--- config.mk ---
export PLATFORM = sky130hd
export DESIGN_NAME = hazard_scoreboard
export DESIGN_NICKNAME = d
export VERILOG_FILES = /design/src/rtl/pipe_pkg.sv /design/src/rtl/sb_match.sv /design/src/rtl/hazard_scoreboard.sv
export SDC_FILE = /design/constraint.sdc
export NUM_CORES = 1
export LEC_CHECK = 0
export CORE_AREA = 5 5 73 75
export DETAILED_ROUTE_END_ITERATION = 10
export DIE_AREA = 0 0 78 80
export PLACE_DENSITY = 0.74
export SKIP_CTS_REPAIR_TIMING = 1
export SKIP_LAST_GASP = 1
export SLEW_MARGIN = 30
export SYNTH_ARGS = -nofsm -noshare
export SYNTH_HDL_FRONTEND = slang
export SYNTH_HIERARCHICAL = 1
export SYNTH_SLANG_ARGS = --single-unit
--- constraint.sdc ---
create_clock -name clk -period 6.5 [get_ports clk]
set_clock_uncertainty 0.05 [all_clocks]
set_input_delay 1.3 -clock clk [delete_from_list [all_inputs] [get_ports clk]]
set_output_delay 1.3 -clock clk [all_outputs]
set_load 0.05 [all_outputs]
--- src/rtl/pipe_pkg.sv ---
`default_nettype none
// ============================================================================
// Module   : pipe_pkg
// Brief    : Shared types and constants for the pipeline hazard scoreboard.
// Revision : 1.0 - initial release
// ============================================================================
package pipe_pkg;

  localparam int REG_AW_DEF = 3;
  // Entry tags are stored at a fixed maximum width; narrower register
  // addresses are zero-extended, which keeps equality exact.
  localparam int DEST_MAXW  = 8;
  localparam int CNT_W      = 16;
  localparam logic [CNT_W-1:0] CNT_MAX = '1;

  typedef struct packed {
    logic                 v;
    logic                 we;
    logic [DEST_MAXW-1:0] dest;
    logic                 ld;
  } sb_entry_t;

endpackage
`default_nettype wire

--- src/rtl/sb_match.sv ---
`default_nettype none
// ============================================================================
// Module   : sb_match
// Brief    : Single-entry RAW comparator: does this in-flight writer feed the
//            Rs/Rt operand of the instruction currently in ID?
// Revision : 1.0 - initial release
// ============================================================================
module sb_match
  import pipe_pkg::*;
(
  input  logic                 i_v,
  input  logic                 i_we,
  input  logic [DEST_MAXW-1:0] i_dest,
  input  logic                 i_id_valid,
  input  logic                 i_rd_rs,
  input  logic [DEST_MAXW-1:0] i_rs,
  input  logic                 i_rd_rt,
  input  logic [DEST_MAXW-1:0] i_rt,
  output logic                 o_match_rs,
  output logic                 o_match_rt
);

  logic w_live;

  assign w_live     = i_id_valid & i_v & i_we;
  assign o_match_rs = w_live & i_rd_rs & (i_dest == i_rs);
  assign o_match_rt = w_live & i_rd_rt & (i_dest == i_rt);

endmodule
`default_nettype wire

--- src/rtl/hazard_scoreboard.sv ---
`default_nettype none
// ============================================================================
// Module   : hazard_scoreboard
// Brief    : Tracks in-flight destination tags for DEPTH post-decode stages and
//            produces stall, PC/IF_ID write enables and forwarding selects.
// Revision : 1.0 - initial release
// ============================================================================
module hazard_scoreboard
  import pipe_pkg::*;
#(
  parameter int DEPTH     = 3,
  parameter int REG_AW    = 3,
  parameter int FWD_EN    = 0,
  parameter int RF_BYPASS = 1,
  parameter int FLUSH_IDX = 1,
  parameter int SELW      = $clog2(DEPTH + 1)
) (
  input  logic              clk,
  input  logic              rst,
  input  logic              id_valid_i,
  input  logic              id_wr_en_i,
  input  logic [REG_AW-1:0] id_dest_i,
  input  logic              id_is_load_i,
  input  logic              id_rd_rs_i,
  input  logic [REG_AW-1:0] id_rs_i,
  input  logic              id_rd_rt_i,
  input  logic [REG_AW-1:0] id_rt_i,
  input  logic              flush_i,
  input  logic              mem_stall_i,
  input  logic              clr_cnt_i,
  output logic              stall_o,
  output logic              pc_we_o,
  output logic              ifid_we_o,
  output logic [SELW-1:0]   fwd_rs_sel_o,
  output logic [SELW-1:0]   fwd_rt_sel_o,
  output logic              busy_o,
  output logic [CNT_W-1:0]  stall_cnt_o
);

  sb_entry_t            r_entry [DEPTH];
  logic [CNT_W-1:0]     r_cnt;

  logic [DEPTH-1:0]     w_m_rs;
  logic [DEPTH-1:0]     w_m_rt;
  logic [DEPTH-1:0]     w_valid;
  logic [DEST_MAXW-1:0] w_rs;
  logic [DEST_MAXW-1:0] w_rt;
  logic                 w_raw_any;
  logic                 w_load_use;
  logic                 w_stall;
  logic [SELW-1:0]      w_rs_sel;
  logic [SELW-1:0]      w_rt_sel;

  assign w_rs = DEST_MAXW'(id_rs_i);
  assign w_rt = DEST_MAXW'(id_rt_i);

  generate
    for (genvar k = 0; k < DEPTH; k++) begin : g_match
      sb_match u_match (
        .i_v        (r_entry[k].v),
        .i_we       (r_entry[k].we),
        .i_dest     (r_entry[k].dest),
        .i_id_valid (id_valid_i),
        .i_rd_rs    (id_rd_rs_i),
        .i_rs       (w_rs),
        .i_rd_rt    (id_rd_rt_i),
        .i_rt       (w_rt),
        .o_match_rs (w_m_rs[k]),
        .o_match_rt (w_m_rt[k])
      );
      assign w_valid[k] = r_entry[k].v;
    end
  endgenerate

  // With a write-through register file the oldest entry is already visible.
  always_comb begin
    w_raw_any = 1'b0;
    for (int k = 0; k <= DEPTH - 1 - RF_BYPASS; k++) begin
      w_raw_any = w_raw_any | w_m_rs[k] | w_m_rt[k];
    end
  end

  assign w_load_use = (w_m_rs[0] | w_m_rt[0]) & r_entry[0].ld;
  assign w_stall    = ~flush_i & ((FWD_EN != 0) ? w_load_use : w_raw_any);

  // Descending scan so the youngest matching writer wins; a load still in EX
  // has no data yet and is never a forwarding source.
  always_comb begin
    w_rs_sel = '0;
    w_rt_sel = '0;
    for (int k = DEPTH - 1; k >= 0; k--) begin
      if (w_m_rs[k] && !(k == 0 && r_entry[0].ld)) w_rs_sel = SELW'(k + 1);
      if (w_m_rt[k] && !(k == 0 && r_entry[0].ld)) w_rt_sel = SELW'(k + 1);
    end
  end

  always_ff @(posedge clk or negedge rst) begin
    if (!rst) begin
      for (int k = 0; k < DEPTH; k++) r_entry[k] <= '0;
    end else if (!mem_stall_i) begin
      r_entry[0].v    <= id_valid_i & ~w_stall & ~flush_i;
      r_entry[0].we   <= id_wr_en_i;
      r_entry[0].dest <= DEST_MAXW'(id_dest_i);
      r_entry[0].ld   <= id_is_load_i;
      for (int k = 1; k < DEPTH; k++) begin
        r_entry[k] <= r_entry[k-1];
        if (flush_i && k <= FLUSH_IDX) r_entry[k].v <= 1'b0;
      end
    end else if (flush_i) begin
      // Frozen pipe: squash the younger instructions where they sit.
      for (int k = 0; k < FLUSH_IDX; k++) r_entry[k].v <= 1'b0;
    end
  end

  always_ff @(posedge clk or negedge rst) begin
    if (!rst) begin
      r_cnt <= '0;
    end else if (clr_cnt_i) begin
      r_cnt <= '0;
    end else if (w_stall && !mem_stall_i && r_cnt != CNT_MAX) begin
      r_cnt <= r_cnt + 1'b1;
    end
  end

  assign stall_o      = w_stall;
  assign pc_we_o      = ~w_stall & ~mem_stall_i;
  assign ifid_we_o    = ~w_stall & ~mem_stall_i;
  assign fwd_rs_sel_o = (FWD_EN != 0) ? w_rs_sel : '0;
  assign fwd_rt_sel_o = (FWD_EN != 0) ? w_rt_sel : '0;
  assign busy_o       = |w_valid;
  assign stall_cnt_o  = r_cnt;

endmodule
`default_nettype wire

## Word level (Yosys, flattened, before mapping)

Index checks and enable logic that the tools add are counted.

- Bits in registers: 27
- Bits of input ports: 19
- Output and inout bits: 24
- Word-level logic and storage cells: 45

- $add $sub $neg: 1
- Equality and inequality tests: 5
- Mux-type cells: 4
- Bitwise logic cells: 22
- Reductions and logical operators: 5

Operators by type and width:

| cell | number |
|---|---|
| $mux 16 | 2 |
| $add 16x1->16 const B | 1 |
| $and 1x1->1 | 16 |
| $ne 16x16->1 const B | 1 |
| $eq 3x3->1 | 4 |
| $not 1->1 | 3 |
| $or 1x1->1 | 3 |
| $reduce_or 3->1 | 1 |
| $logic_and 1x1->1 | 2 |
| $mux 1 | 2 |
| $reduce_bool 2->1 | 1 |
| $logic_not 1->1 | 1 |

## Depth between registers and ports, before layout

- Word-level depth: 12
- Depth in mapped cells: 8
- Mapped depth without buffers: 7

## Hierarchy

Netlist, hierarchy kept.

Modules (own cells, without submodules):

| module | times used | cells each | area an instance (µm²) | sequential area each (µm²) |
|---|---|---|---|---|
| hazard_scoreboard | 1 | 136 | 1408.9 | 675.6 |
| sb_match | 2 | 24 | 188.9 | 0.0 |

## Least setup slack after synthesis

OpenSTA, ideal clock, no wires.

- Path kind: input -> output
- Start: input id_rt_i[2]
- End: output pc_we_o
- Arrival: 3.662 ns
- Required time: 5.150 ns
- Path slack: 1.488 ns
- Cell stages on the path: 7
- Path buffers: 1
- Cells stage by stage: xor2_1 nor4_1 and4_1 nor4_1 nor2_1 nor2_1 buf_4

- Cells in the longest elaborated chain, start to end: 8
- Elaborated cells on any way between the ends: 10
- Those cells by class: eq/ne: 2; bitwise: 8

Ends and longest elaborated chain:

| element | RTL line | source |
|---|---|---|
| start, declared | hazard_scoreboard.sv:27 | `input logic [REG_AW-1:0] id_rt_i,` |
| $eq 3x3->1 | sb_match.sv:27 | `assign o_match_rt = w_live & i_rd_rt & (i_dest == i_rt);` |
| $and 1x1->1 | sb_match.sv:27 |  |
| via w_m_rt[0] | hazard_scoreboard.sv:44 | `logic [DEPTH-1:0] w_m_rt;` |
| $or 1x1->1 | - |  |
| $or 1x1->1 (2 in series) | hazard_scoreboard.sv:79 | `w_raw_any = w_raw_any \| w_m_rs[k] \| w_m_rt[k];` |
| $and 1x1->1 | hazard_scoreboard.sv:84 | `assign w_stall = ~flush_i & ((FWD_EN != 0) ? w_load_use : w_raw_any);` |
| via stall_o | hazard_scoreboard.sv:31 | `output logic stall_o,` |
| $not 1->1 | - |  |
| $and 1x1->1 | - |  |
| end, declared | hazard_scoreboard.sv:32 | `output logic pc_we_o,` |

The timed path passes the listed nets, and every way through them passes these cells.

## Worst setup path in the final report

- Start: input id_rt_i[2]
- End: output ifid_we_o

- Cells in the longest elaborated chain, start to end: 8
- Elaborated cells on any way between the ends: 10
- Those cells by class: eq/ne: 2; bitwise: 8

Ends and longest elaborated chain:

| element | RTL line | source |
|---|---|---|
| $eq 3x3->1 | sb_match.sv:27 |  |
| $and 1x1->1 | sb_match.sv:27 |  |
| via w_m_rt[0] | hazard_scoreboard.sv:44 |  |
| $or 1x1->1 | - |  |
| $or 1x1->1 (2 in series) | hazard_scoreboard.sv:79 |  |
| $and 1x1->1 | hazard_scoreboard.sv:84 |  |
| $not 1->1 | hazard_scoreboard.sv:127 | `assign ifid_we_o = ~w_stall & ~mem_stall_i;` |
| $and 1x1->1 | hazard_scoreboard.sv:127 |  |
| end, declared | hazard_scoreboard.sv:33 | `output logic ifid_we_o,` |

The timed path passes the listed nets, and every way through them passes these cells.

==> results summary <==
The routed wirelength normalized by instance count came out at 12.54 µm. After synthesis, the cell types taking the most area are sky130_fd_sc_hd__dfrtp_1, sky130_fd_sc_hd__xnor2_1, sky130_fd_sc_hd__mux2_2. The portion of synthesized area spent on multiplexers is 0.07563.

The count of buffers inserted at the top-level ports is 37. The fraction of the mapped netlist area in compound gates is 0.09944. The global-route usage over all layers came out at 0.1340. The final weighted congestion in routability-driven placement is 0.7759. The count of endpoints failing hold in the final timing report came out at 0. The worst setup path is captured at a primary output. The share of the synthesized area in the top cell type is 0.3782.

The worst slack at placement is a little over 1000 ps. The global-route wire length before repair is 6865 µm. The number of cell rows is 25. sky130_fd_sc_hd__dfrtp_1 is the most common cell in the netlist. The latest clock arrival within the worst-skew pair is 270 ps.

The data required time of the critical path is a little over 5000 ps. The count of flip-flops with a built-in enable after synthesis is 0. The routed design has 3901 µm of wire. Across the VDD grid, the largest voltage drop is 72.16 µV.

The x dimension of the die is between 70 and 80 µm. The run finished with clean final reports. The initial core utilization came out at 0.3886.

The ratio of final minimum period to clock period came out at 0.8386. In the synthesized netlist, the number of instances is between 150 and 200. The signed area change from the synthesized netlist to the final layout is 32.77%. The predominant post-synthesis flop cell is sky130_fd_sc_hd__dfrtp_1.

In this run the power density over the cells is around 150 mW/mm². Along the worst path, the maximum fanout reaches 6. The part of the Yosys area used for sequential elements is 0.3782. The critical path is of the in -> out type.

The worst path meets setup with 1049 ps of slack. The count of pins over their slew limit came out at 0. The floorplan step defined a die boundary enclosing 0.006240 mm². The number of unique standard cell types used by synthesis came out at 38.

The number of violations of the max-capacitance limit is 0. The min-delay analysis places its worst path in the category reg -> reg. Setup repair after global routing left no endpoint under its margin. The mean instance size in the synthesized netlist came out at 9.710 µm². The remaining antenna violation count after routing is 0. The fraction of the mapped netlist area in adder cells came out at 0.007003. Setup violations remaining at the end of the flow were counted as 0. The number of DRC markers after the initial detailed-route iteration is 32. The I/O pin total came out at between 40 and 50.

The largest family of logic cells by synthesized area is simple AND/OR/NAND/NOR gates. The TritonCTS clock tree is done. The peak per-stage delay on the critical path came out at 860 ps.

For the pin with the worst max-slew slack, the measured transition is between 800 and 900 ps. In this run the static leakage power is 1.005 nW. The clock transition time at the flip-flop clock pins of the worst setup and hold paths came out at 90 ps. The data arrival time of the critical path is 4100 ps. The number of antenna violations at the first check in global routing is 0. The via count of the first global-routing pass came to 1,476.

The sink count of the clock tree came out at 27. The antenna cell count came out at 0. In the final design database the tool counted around 280 nets. The final critical path time including I/O delays and setup is between 5000 and 6000 ps.

The mapped cell area is ~0.0018 mm². The cell sitting at the root of the clock tree is a sky130_fd_sc_hd__clkbuf_8. The floorplan core area is 0.004598 mm². The kind of start point of the critical path is a primary input. Summed over all layers, the global routing overflow is 0. The critical path goes through clkdlybuf4s50_1 > xor2_1 > nor4_1 > and4_1 > nor4_1 > nor2_1 > nor2_1 > clkdlybuf4s50_1. Sorting the synthesized cells by how often they occur yields sky130_fd_sc_hd__dfrtp_1, sky130_fd_sc_hd__xnor2_1, sky130_fd_sc_hd__xor2_1.

The fraction of registers with async set/reset is 1.000. The area fraction in and, or, nand and nor cells after synthesis came out at 0.2290. The y dimension of the die came out at 80 µm. The placed wire-length estimate came out at slightly below 3000 µm. The maximum number of pins on one net before global-route repair came out at 28. The maximum number of buffers from clock root to sink came out at 2. The remaining routing DRC violations came out at 0. Summed over all failing endpoints, the final setup total negative slack is 0 ps. The synthesis warning total is 6. The remaining max-slew budget at the tightest pin came out at 0.4456. The first-pass detailed-route iteration total is 4.

The per-cell via count in the routed design is around 4.9. Of all cell types, the one taking the most synthesized area is sky130_fd_sc_hd__dfrtp_1. Of the total synthesized cell area, the portion taken by XOR and XNOR cells is 0.1569. The post-synthesis sequential element count came out at 27. The maximum level of the CTS H-tree is 1.

The total number of vias is 1,539. Derived from the worst setup path, the maximum achievable clock frequency is 0.1835 GHz. The CTS buffer count is 3. The share of post-route cells with drive strength above 1 came out at 0.08171. The cell at the slowest stage of the critical path is sky130_fd_sc_hd__clkdlybuf4s50_1.
==> area by class of cell <==
cell class              instances  area, µm²
repair buffers                 38      377.9
flip-flops and latches         27      675.6
fillers                       436       2226
inverters                       7      26.28
multi-input cells             181       1180
clock buffers                   4      45.04
well taps                      54      67.56
==> logic make-up (layout without fill, tap and decap cells) <==
family	after synthesis	in the layout
adders and majority gates	1	1
and+or+nand+nor	64	64
xor gates and xnor gates	32	32
buffers and inverters	19	49
DFF	27	27
other	1	44
muxes	12	12
AOI/OAI and AO/OA	28	28
==> registers in the layout (all words and copies together) (netlist names) <==
| name | cells |
|---|---|
| stall_cnt_o | 16 |
| r_entry | 11 |
==> cells in the final DEF (no fill, tap or decap), types with 2 or more instances in the layout <==
master / netlist / layout
sky130_fd_sc_hd__or4_1: 7 / 7
sky130_fd_sc_hd__nor2_1: 6 / 6
sky130_fd_sc_hd__clkbuf_8: 0 / 3
sky130_fd_sc_hd__xor2_1: 14 / 14
sky130_fd_sc_hd__inv_1: 7 / 7
sky130_fd_sc_hd__dfrtp_1: 27 / 27
sky130_fd_sc_hd__conb_1: 1 / 44
sky130_fd_sc_hd__nand3_1: 7 / 7
sky130_fd_sc_hd__nor4_1: 10 / 10
sky130_fd_sc_hd__nor3_1: 3 / 3
sky130_fd_sc_hd__o21ai_0: 4 / 4
sky130_fd_sc_hd__nor2b_1: 2 / 2
sky130_fd_sc_hd__a21oi_1: 12 / 12
sky130_fd_sc_hd__nand4_1: 9 / 9
sky130_fd_sc_hd__xnor2_1: 18 / 18
sky130_fd_sc_hd__and4_1: 2 / 2
sky130_fd_sc_hd__mux2_2: 12 / 12
sky130_fd_sc_hd__o31ai_1: 6 / 6
sky130_fd_sc_hd__or3_1: 6 / 6
sky130_fd_sc_hd__clkdlybuf4s50_1: 0 / 37
sky130_fd_sc_hd__nand2_1: 4 / 4
==> metrics by stage <==
stage | hold slack [ps] | cells | instance area (µm²) | util | total power [mW]
2_1_floorplan | 423.1 | 227 | 1948 | - | 0.2335
4_1_cts | 468.3 | 311 | 2372 | 0.5159 | 0.3507
5_1_grt | 489.9 | 311 | 2372 | 0.5159 | 0.3669
3_5_place_dp | 447.1 | 307 | 2327 | 0.5061 | 0.2556
3_3_place_gp | 437.2 | 307 | 2327 | 0.5061 | 0.2543
6_report | 464.7 | 311 | 2372 | 0.5159 | 0.3479
==> worst paths after layout <==
| check | from | to | slack (ps) | depth (start not counted) |
|---|---|---|---|---|
| worst min register to register | r_entry[10] | r_entry[10] | 460 | 1 |
| min in group asynchronous | rst | stall_cnt_o[8] | 1340 | 2 |
| max in group asynchronous | rst | r_entry[24] | 4810 | 2 |
| worst min-delay path | r_entry[10] | r_entry[10] | 460 | 1 |
| worst max register to register | r_entry[23] | stall_cnt_o[13] | 3820 | 7 |
| worst max-delay path | id_rt_i[2] | ifid_we_o | 1050 | 8 |
==> worst max-delay path, delay by kind of cell <==
family / cells / cell delay [ps]
buffers and inverters: 2 / 1370
AND/OR/NAND/NOR: 5 / 1240
XOR/XNOR: 1 / 170
==> per-layer routing <==
layer | part of all wire | vias up | track usage
li1 | - | 783 | -
met4 | 0.0095 | 0 | 0.03041
met1 | 0.45 | 725 | 0.1763
met2 | 0.48 | 27 | 0.2254
met3 | 0.054 | 4 | 0.02822
met5 | 0 | - | 0
==> power breakdown <==
group,switching [mW],total [mW],internal (mW)
logic,0.0361,0.0700,0.0339
clock network,0.0518,0.0957,0.0439
registers,0.00715,0.182,0.175
No activity file was read; power rests on OpenSTA's default activity.
